File: src/rtl/lua_mem_pkg.sv
// lua_mem_pkg: shared types and constants for the LuaCPU memory port.
package lua_mem_pkg;
  localparam int DATA_W = 32;
  localparam int BE_W = 4;
  localparam logic [DATA_W-1:0] TIMEOUT_RDATA = 32'hDEAD_BEEF;
  typedef enum logic [1:0] {IDLE, CMD, RDWAIT, RESP} state_t;
  typedef struct packed {
    logic write;
    logic [BE_W-1:0] be;
    logic [DATA_W-1:0] wdata;
  } mem_req_t;
  typedef struct packed {
    logic err;
    logic [DATA_W-1:0] rdata;
  } mem_rsp_t;
endpackage

File: src/rtl/lua_avalon_mem_master.sv
// lua_avalon_mem_master: single-outstanding core request/response to Avalon-MM master.
// Optional watchdog with stale-beat discard is enabled by LUA_AVM_TIMEOUT_EN.
module lua_avalon_mem_master
  import lua_mem_pkg::*;
#(
  parameter int ADDR_W = 23,
  parameter int TIMEOUT_CYCLES = 1024
) (
  input  logic              clk_clk,
  input  logic              reset_reset_n,
  input  logic              req_valid,
  output logic              req_ready,
  input  logic              req_write,
  input  logic [ADDR_W-1:0] req_addr,
  input  logic [DATA_W-1:0] req_wdata,
  input  logic [BE_W-1:0]   req_be,
  output logic              rsp_valid,
  output logic [DATA_W-1:0] rsp_rdata,
  output logic              rsp_err,
  output logic [ADDR_W+1:0] avm_address,
  output logic              avm_read,
  output logic              avm_write,
  output logic [DATA_W-1:0] avm_writedata,
  output logic [BE_W-1:0]   avm_byteenable,
  input  logic              avm_waitrequest,
  input  logic [DATA_W-1:0] avm_readdata,
  input  logic              avm_readdatavalid
);
  state_t state;
  logic take;
`ifdef LUA_AVM_TIMEOUT_EN
  localparam int CNT_W = $clog2(TIMEOUT_CYCLES);
  logic [CNT_W-1:0] cnt;
  logic stale, err, tmo;
  assign tmo = cnt == CNT_W'(TIMEOUT_CYCLES - 1);
  // a beat owed to a timed-out read must never be taken as the next read's data
  assign take = avm_readdatavalid && !stale;
`else
  assign take = avm_readdatavalid;
  assign rsp_err = TIMEOUT_CYCLES < 0;
`endif
  always_ff @(posedge clk_clk or negedge reset_reset_n)
    if (!reset_reset_n) begin
      state <= IDLE;
      req_ready <= 1'b1;
      rsp_valid <= 1'b0;
      rsp_rdata <= '0;
      avm_address <= '0;
      avm_read <= 1'b0;
      avm_write <= 1'b0;
      avm_writedata <= '0;
      avm_byteenable <= '0;
`ifdef LUA_AVM_TIMEOUT_EN
      cnt <= '0;
      stale <= 1'b0;
      err <= 1'b0;
      rsp_err <= 1'b0;
`endif
    end else begin
      rsp_valid <= 1'b0;
`ifdef LUA_AVM_TIMEOUT_EN
      rsp_err <= 1'b0;
      cnt <= cnt + 1'b1;
      if (avm_readdatavalid && stale) stale <= 1'b0;
`endif
      case (state)
        IDLE: begin
          req_ready <= 1'b1;
          if (req_valid && req_ready) begin
            req_ready <= 1'b0;
            avm_read <= !req_write;
            avm_write <= req_write;
            avm_address <= {req_addr, 2'b00};
            avm_writedata <= req_wdata;
            avm_byteenable <= req_write ? req_be : 4'hF;
            state <= CMD;
`ifdef LUA_AVM_TIMEOUT_EN
            cnt <= '0;
            err <= 1'b0;
`endif
          end
        end
        CMD:
          if (!avm_waitrequest) begin
            avm_read <= 1'b0;
            avm_write <= 1'b0;
            state <= avm_write ? RESP : RDWAIT;
`ifdef LUA_AVM_TIMEOUT_EN
            cnt <= '0;
`endif
          end
`ifdef LUA_AVM_TIMEOUT_EN
          else if (tmo) begin
            avm_read <= 1'b0;
            avm_write <= 1'b0;
            err <= 1'b1;
            rsp_rdata <= TIMEOUT_RDATA;
            state <= RESP;
          end
`endif
        RDWAIT:
          if (take) begin
            rsp_rdata <= avm_readdata;
            state <= RESP;
          end
`ifdef LUA_AVM_TIMEOUT_EN
          else if (tmo) begin
            stale <= 1'b1;
            err <= 1'b1;
            rsp_rdata <= TIMEOUT_RDATA;
            state <= RESP;
          end
`endif
        RESP: begin
          rsp_valid <= 1'b1;
`ifdef LUA_AVM_TIMEOUT_EN
          rsp_err <= err;
`endif
          state <= IDLE;
        end
      endcase
    end
endmodule

File: config.mk
export PLATFORM = sky130hd
export DESIGN_NAME = lua_avalon_mem_master
export DESIGN_NICKNAME = d
export VERILOG_FILES = /design/src/rtl/lua_mem_pkg.sv /design/src/rtl/lua_avalon_mem_master.sv
export SDC_FILE = /design/constraint.sdc
export NUM_CORES = 1
export LEC_CHECK = 0
export CAP_MARGIN = 0
export CORE_UTILIZATION = 41
export CTS_BUF_LIST = sky130_fd_sc_hd__clkbuf_8
export CTS_CLUSTER_SIZE = 14
export DETAILED_ROUTE_END_ITERATION = 7
export PLACE_DENSITY_LB_ADDON = 0.12
export RECOVER_POWER = 100
export SLEW_MARGIN = 0
export SYNTH_ARGS = -nofsm -noshare
export SYNTH_HDL_FRONTEND = slang
export SYNTH_SLANG_ARGS = --single-unit
File: constraint.sdc
create_clock -name clk_clk -period 1.7 [get_ports clk_clk]
set_input_delay 0.425 -clock clk_clk [delete_from_list [all_inputs] [get_ports clk_clk]]
set_output_delay 0.425 -clock clk_clk [all_outputs]
set_load 0.02 [all_outputs]
==> results.md <==
| Group | Item | Reported |
|---|---|---|
| logic synthesis | Largest area contributor in the synthesized netlist | dfrtp_1 |
| clock network | Clock latency reported for the late side of the worst-skew pair | 0.36 ns |
| worst setup path | Startpoint kind of the worst setup timing path | register |
| grt | Pin count of the biggest net entering global routing | 39 |
| grt | Initial antenna violation count | 0 |
| detailed routing | Wirelength per Cell | 15.83 um |
| cells and area | Commonest cells after routing, fill and taps aside | dfrtp_1 (96), clkdlybuf4s50_1 (95), dlygate4sd2_1 (94) |
| power | Leakage | 0.002737 uW |
| hold path | Class of the most critical hold timing path | input pin to async pin |
| detailed routing | Remaining DRCs | 32 |
| worst setup path | Startpoint of the lowest-slack register-to-register path | state[0] |
| grt | First-pass GRT wire length | 14230 um |
| clock network | Register clock-pin slew on the reported worst setup and hold paths | 0.10 ns |
| clock network | Number of clock buffers inserted by TritonCTS | 9 |
| logic synthesis | Area share of the leading cell type in the synthesized netlist | 64.04% |
| status | Status | complete, but fails checks |
| detailed routing | Drt first pass iters | 6 |
| worst setup path | Critical path required time | 1.94 ns |
| logic synthesis | Netlist Area Pre-Place | 3751 sq um |
| logic synthesis | Number of warnings reported in the yosys synthesis log | 0 |
| placement | Weighted congestion reported at the end of routability-driven placement | 0.7667 |
| logic synthesis | Cell variety after synth | 19 |
| sta | Post-layout minimum cycle time | 1.608 ns |
| power | Power Dens Cells | 1844 nW/um^2 |
| placement | Count of input and output buffers | 191 |
| floorplan | Die footprint | 9536 sq um |
| sta | Max-Slew Margin vs Limit | 52.57% |
| clock network | Clock root buffer | clkbuf_8 |
| logic synthesis | Post-synthesis sequential area ratio | 64.74% |
| status | Violations in the final reports | DRC |
| sta | Hold Vio Cnt, Final | 0 |
| placement | Worst setup slack before clock tree synthesis | -0.1858 ns |
| sta | Final worst path period share | 94.60% |
| placement | HPWL reported at the end of detailed placement | 6454 um |
| logic synthesis | Number of synthesized register bits | 97 |
| logic synthesis | Main area contributors after synthesis | dfrtp_1 (64%), mux2_2 (27%), ha_1 (2.0%) |
| logic synthesis | Post-synthesis instance total | 233 |
| cells and area | Most common library cell in the layout ignoring fill and taps | dfrtp_1 |
| floorplan | Core Rows | 34 |
| clock network | TritonCTS Sinks | 97 |
| cells and area | Fraction of layout instances using a drive strength above 1 | 27.21% |
| clock network | TritonCTS clock tree | yes |
| floorplan | DIE HEIGHT | 97.65 um |
| worst setup path | Highest net fanout along the worst path | 5 |
| floorplan | Area of the core | 8806 sq um |
| floorplan | Effective utilization at floorplan | 42.60% |
| sta | Actual slew at the worst max-slew pin | 0.7115 ns |
| grt | Via count of the first global-routing pass | 2814 |
| grt | Total global routing overflow | 0 |
| detailed routing | Via count normalized by instance count | 4.781 |
| cells and area | Number of antenna diodes | 0 |
| power | Max rail drop VDD | 1058 uV |
| sta | Number of setup violations in the final report | 0 |
| sta | Sum Neg Setup Slack | 0 ns |
| detailed routing | Total wirelength of the detailed-routed design | 8692 um |
| cells and area | Syn-to-layout area delta | 57.94% |
| detailed routing | Initial DRC count | 105 |
| cells and area | Cell area after layout | 5924 sq um |
| worst setup path | Crit. End Element | register |
| logic synthesis | Average instance area after synthesis | 16.10 sq um |
| cells and area | Final design utilization | 67.28% |
| sta | Max Clk Rate | 621.8 MHz |
| sta | Worst setup slack after layout | 0.09187 ns |
| sta | Unrepaired setup endpoints after global routing | false |
| grt | Global-route total usage across every layer | 19.26% |
| sta | Final worst hold slack | 0.4506 ns |
| flow run | Maxcap violations | 0 |
| detailed routing | Vias after detailed routing | 2625 |
| cells and area | Net count of the finished layout | 539 |
| worst setup path | Worst EP arrival | 1.85 ns |
| worst setup path | Worst setup path category | register to register |
| floorplan | X dimension of the die | 97.65 um |
| clock network | Number of H-tree levels | 3 |
| sta | Fin. max-slew vios | 0 |
| floorplan | IO Pins | 195 |
| worst setup path | Critical Path Source | state[0] |
| detailed routing | Detail Route Antenna Nets | 0 |
| clock network | Maximum count of clock buffers along a single path | 2 |
| sta | Clock skew after layout | 0.01180 ns |
| placement | Placement-stage cell area | 5853 sq um |
[metal layers]
metal	vias to the layer above	wire length (um)	track usage, %	part of all wire (%)
met4	0	119	7.576	1.4
li1	1208	-	-	-
met2	135	4105	30.55	47
met3	10	985	6.906	11
met5	-	0	0	0
met1	1272	3481	24.03	40
[through the flow]
step / total power (uW) / instances
global placement: 10200 / 531
floorplan: 7275 / 235
detailed placement: 10380 / 531
CTS: 11070 / 548
global route: 11570 / 549
finish: 10920 / 549
[kinds of logic (layout without fill, tap and decap cells)]
kind of cell             after synthesis  count (layout)  share of synthesized area [%]
flip-flops                            97              97                          64.74
multiplexers                          92              92                          27.68
AND/OR/NAND/NOR                       16              16                          2.235
buffers and inverters                 14             220                          2.001
AO/OA/AOI/OAI                          7               7                          1.234
adder cells (fa/ha/maj)                6               6                          2.001
other                                  1               3                        0.09997
[Yosys cell counts]
cell,n
dfrtp_1,96
a211oi_1,1
dfstp_2,1
nor2_1,2
nand3_2,1
conb_1,1
inv_1,2
mux2_2,90
buf_2,9
mux2_4,1
nand2_1,6
o21ai_0,4
buf_4,3
and3_1,1
mux2i_1,1
a221o_1,1
nor2b_1,6
ha_1,6
a221oi_1,1
[sequential cells by signal, indices dropped and copies added (netlist names)]
signal and flops:
avm_address 23, req_ready 1, avm_read 1, state 2, avm_byteenable 4, rsp_rdata 32, avm_write 1, rsp_valid 1
avm_writedata 32
[worst max-delay path: stages (launching register included)]
cell      delay (ns)
dfrtp_1         0.42
inv_1           0.16
ha_2            0.26
nor2_1          0.07
a221oi_2        0.22
mux2_2          0.37
[what timing repair did]
action / CTS / global route
gates resized for setup: 97 / 3
buffers inserted: 0 / 1
pin swaps: 0 / 0
endpoints found under the setup margin: 97 / 29
hold endpoints to repair: 12 / 0
hold buffers: 1 / 0
[path summary, 6_finish.rpt]
kind | to | slack [ns] | cells past startpoint
min | avm_address[15] | 0.45 | 2
max in group asynchronous | rsp_rdata[15] | 0.31 | 3
max | avm_read | 0.09 | 5
max reg2reg | avm_read | 0.09 | 5
min reg2reg | avm_byteenable[0] | 0.49 | 2
min in group clk_clk | avm_byteenable[0] | 0.49 | 2
[final cells by class]
cell class                 count  area (sq um)
tap                          108         135.1
fill                         708          2882
clock inverter                 6         65.06
timing repair buffer         202          1891
sequential                    97          2429
multi-input combinational    124          1260
inverter                       2         7.507
clock buffer                  10         137.6
[power by group]
part | internal (uW) | switching [uW] | total [uW]
clock network | 724 | 804 | 1530
registers | 3500 | 520 | 4020
logic | 2570 | 2810 | 5380
total | 6790 | 4130 | 10900
(Power assumes the default switching activity.)
==> RTL edit 1, RTL diff (same flow settings) <==
Reset style: synchronous (`reset_reset_n`), changed in one clocked block.
--- a/src/rtl/lua_avalon_mem_master.sv
+++ b/src/rtl/lua_avalon_mem_master.sv
@@ -39,7 +39,7 @@
   assign take = avm_readdatavalid;
   assign rsp_err = TIMEOUT_CYCLES < 0;
 `endif
-  always_ff @(posedge clk_clk or negedge reset_reset_n)
+  always_ff @(posedge clk_clk)
     if (!reset_reset_n) begin
       state <= IDLE;
       req_ready <= 1'b1;
Function: differs if reset_reset_n is asserted again (counterexample within 4 cycles, from zero or initial values and one cycle with reset_reset_n low); with reset_reset_n held inactive, the same outputs for 10 cycles.
==> RTL edit 1 against the unedited design <==
Synthesized area down 4.8%; highest routed layer unchanged; combinational power down 49%; final area down 4.9%; power down 35%; largest cell class is now buffers; sequential cell count unchanged; clock skew down 0.00061 ns; wire length up 13%; worst setup slack better by 0.0063 ns; cell count up 34%; largest power group is now sequential cells; critical path type unchanged.
==> RTL edit 1: results (changes against the unedited design) <==
num rows=33 (-2.9%); M1 GR Usage=23.3% (-0.75 points); inverter count=3 (+1); crit path max-delay cell type=dfxtp_1; fraction of area in registers=34.5% (-6.5 points); pre-CTS setup slack=-0.106 ns (+0.0801 ns); Seq/Total Area, Yosys=54.4% (-10 points); CP peak stage delay=0.38 ns (-0.04 ns); DP HPWL=7210 um (+12%); status=complete, no violations; first-pass GRT wire length=14800 um (+4.0%); Final GP Congestion=0.779 (+1.6%); Adder-Cell Fraction of Synth Area=2.10% (+0.10 points); post-place instance area=0.00556 sq mm (-5.1%); number of multi-input logic gates=308 (+150%); ys async rst share=0% (-100 points); wl on met1=4010 um (+15%); commonest cells in the netlist=nand2_1 (178), dfxtp_1 (97), a21oi_1 (88); top post-synthesis cells by area=dfxtp_1 (54%), nand2_1 (19%), a21oi_1 (12%); area occupied by multi-input gates=0.00142 sq mm (+13%); Hold WC Path Type=reg -> reg; multiplexer share of the synthesized area=0.561% (-27 points); largest family of logic cells by synthesized area=simple AND/OR/NAND/NOR gates; Reg-to-Reg Start=state[0]; vias per cell=4.78 (about the same); Iteration-0 DRC Markers=92 (-12%); nets@finish=726 (+35%); Clock-cell share=3.33% (-0.092 points); Period minus WS final=1.60 ns (-0.00626 ns); Final Routed Wirelength=9800 um (+13%); cell class contributing the biggest share of worst-path delay=simple AND/OR/NAND/NOR gates; post-synthesis cell count=439 (+88%)
[RTL edit 1: power by group]
group | switching [mW] | internal (mW)
clock | 0.777 | 0.668
sequential | 0.218 | 2.70
combinational | 1.64 | 1.14
[RTL edit 1: what timing repair did]
item / 4_1_cts / 5_1_grt
gates cloned: 0 / 0
setup endpoints to repair: 95 / 40
gates resized for setup: 95 / 4
endpoints found under the hold margin: 0 / 0
hold buffers: 0 / 0
[RTL edit 1: how the worst min path moves through the flow]
stage / start / end / slack [ns] / cells after the start
floorplan: reset_reset_n / req_ready / 0.50 / 1
global placement: avm_writedata[6] / avm_writedata[6] / 0.44 / 2
detailed placement: avm_address[14] / avm_address[14] / 0.45 / 2
CTS: avm_address[10] / avm_address[10] / 0.46 / 2
global route: avm_address[10] / avm_address[10] / 0.47 / 2
finish: avm_address[10] / avm_address[10] / 0.45 / 2
==> RTL edit 2, RTL diff (same settings) <==
Made on the original files. `ADDR_W`: 23 -> 19.
--- a/src/rtl/lua_avalon_mem_master.sv
+++ b/src/rtl/lua_avalon_mem_master.sv
@@ -3,7 +3,7 @@
 module lua_avalon_mem_master
   import lua_mem_pkg::*;
 #(
-  parameter int ADDR_W = 23,
+  parameter int ADDR_W = 19,
   parameter int TIMEOUT_CYCLES = 1024
 ) (
   input  logic              clk_clk,
Interface: changed (resized avm_address and req_addr); port bits go from 195 to 187. No check against the original RTL was run, so the function may have changed too.
==> RTL edit 2 against the unedited design <==
Sequential share of layout area about the same; power is 4.5% lower; final area decreased by 4.1%; synthesized area shrank 3.3%; worst setup slack lost 0.033 ns; fmax shrank 2.0%; largest cell class unchanged; clock skew rose by 0.0011 ns; wire length down 5.4%; combinational power fell by 5.0%; hold slack improved by 0.036 ns; sequential cell count fell by 4; critical path type is now reg -> out; sequential power is 3% lower.
==> RTL edit 2: results (changes against the unedited design) <==
combinational share of power=49.0% (-0.2 points); final total power=10.4 mW (-4.5%); commonest cells in the netlist=dfrtp_1 (92), mux2_2 (84), buf_2 (7); Worst Max-Slew Pin Slew=0.578 ns (-0.133 ns); Clock net power=1.44 mW (-6%); first-pass GRT wire length=12300 um (-13%); nets@finish=518 (-3.9%); number of distinct library cells after synthesis=21 (+2); vias per cell=4.73 (-1.1%); Seq/Total Area, Yosys=64.2% (-0.53 points); Met2 Routed Length=3980 um (-3.2%); Avg WL per Cell=15.5 um (-1.9%); Sw Share=37.8% (-0.038 points); status=complete, no violations; Hold WC Path Type=reg -> reg; top post-synthesis cells by area=dfrtp_1 (63%), mux2_2 (26%), ha_1 (2.1%); crit path max-delay cell type=dfstp_2; wl on met1=3240 um (-7.0%); pre-CTS setup slack=-0.133 ns (+0.0526 ns); Critical Path AT=1.22 ns (-0.63 ns); GR Layer Usage met2=30.0% (-0.59 points); final cycle utilization of the critical path=96.5% (+1.9 points); vias in the first global route=2629 (-6.6%); IO Port Bufs=183 (-4.2%); total track usage=18.0% (-1.3 points); Leak=2.62 nW (-4.1%); drt pass-1 iters=4 (-2); clock skew=0.0129 ns (+0.00109 ns); Iteration-0 DRC Markers=40 (-62%); CP Max Fanout=4 (-1); M1 GR Usage=20.8% (-3.2 points); met3 WL=923 um (-6.3%); post-place instance area=0.00562 sq mm (-3.9%); DP HPWL=6300 um (-2.3%); largest net degree at the start of global routing=35 (-10%); Clk pin slew, worst setup/hold paths=0.09 ns; largest registers=avm_writedata (32), rsp_rdata (32), avm_address (19); Final GP Congestion=0.755 (-1.5%)
-- RTL edit 2: cell count changes in the layout (fill, tap and decap cells not counted), moves of 4 or more --
cell             before  now
dfrtp_1              96   91
mux2_2               90   84
dlygate4sd2_1        94   90
clkdlybuf4s50_1      95   91
-- RTL edit 2: worst paths after layout --
path | start | to
worst min-delay path | avm_byteenable[1] | avm_byteenable[1]
min in group asynchronous | reset_reset_n | avm_byteenable[3]
max in group asynchronous | reset_reset_n | state[1]
worst max-delay path | req_ready | req_ready
worst max register to register | state[0] | state[1]
worst min register to register | avm_byteenable[1] | avm_byteenable[1]
-- RTL edit 2: kinds of logic after synthesis --
group                      count (synthesis)  share of synthesized area [%]
DFF                                       93                           64.2
muxes                                     88                           27.4
and+or+nand+nor                           16                           2.31
buffers and inverters                     14                           2.42
AOI/OAI and AO/OA                          7                           1.48
adders and majority gates                  6                           2.07
other                                      1                          0.103
-- RTL edit 2: per-stage QoR --
stage | hold slack, ns | cells | util (%)
6_report | 0.487 | 529 | 67.8
5_1_grt | 0.515 | 529 | 67.8
4_1_cts | 0.498 | 528 | 68.1
3_5_place_dp | 0.356 | 511 | 67.1
3_3_place_gp | 0.357 | 511 | 67.1
2_1_floorplan | 0.129 | 227 | -
-- RTL edit 2: layout make-up --
cell class	instances	area [sq um]	area share, %
sequential	93	2330	41.0
inverter	2	7.51	0.132
tap	105	131	2.31
timing repair buffer	193	1800	31.7
multi-input combinational	120	1220	21.4
clock buffer	9	124	2.18
clock inverter	7	67.6	1.19
-- RTL edit 2: worst reg2reg max path: cells and delay by family, from the launching register on --
| family | cells | cell delay (ns) |
|---|---|---|
| compound gates | 1 | 0.33 |
| fa+ha+maj | 1 | 0.21 |
| buf+inv | 1 | 0.09 |
| flops | 1 | 0.44 |
| mux | 1 | 0.31 |
| simple gates | 1 | 0.13 |
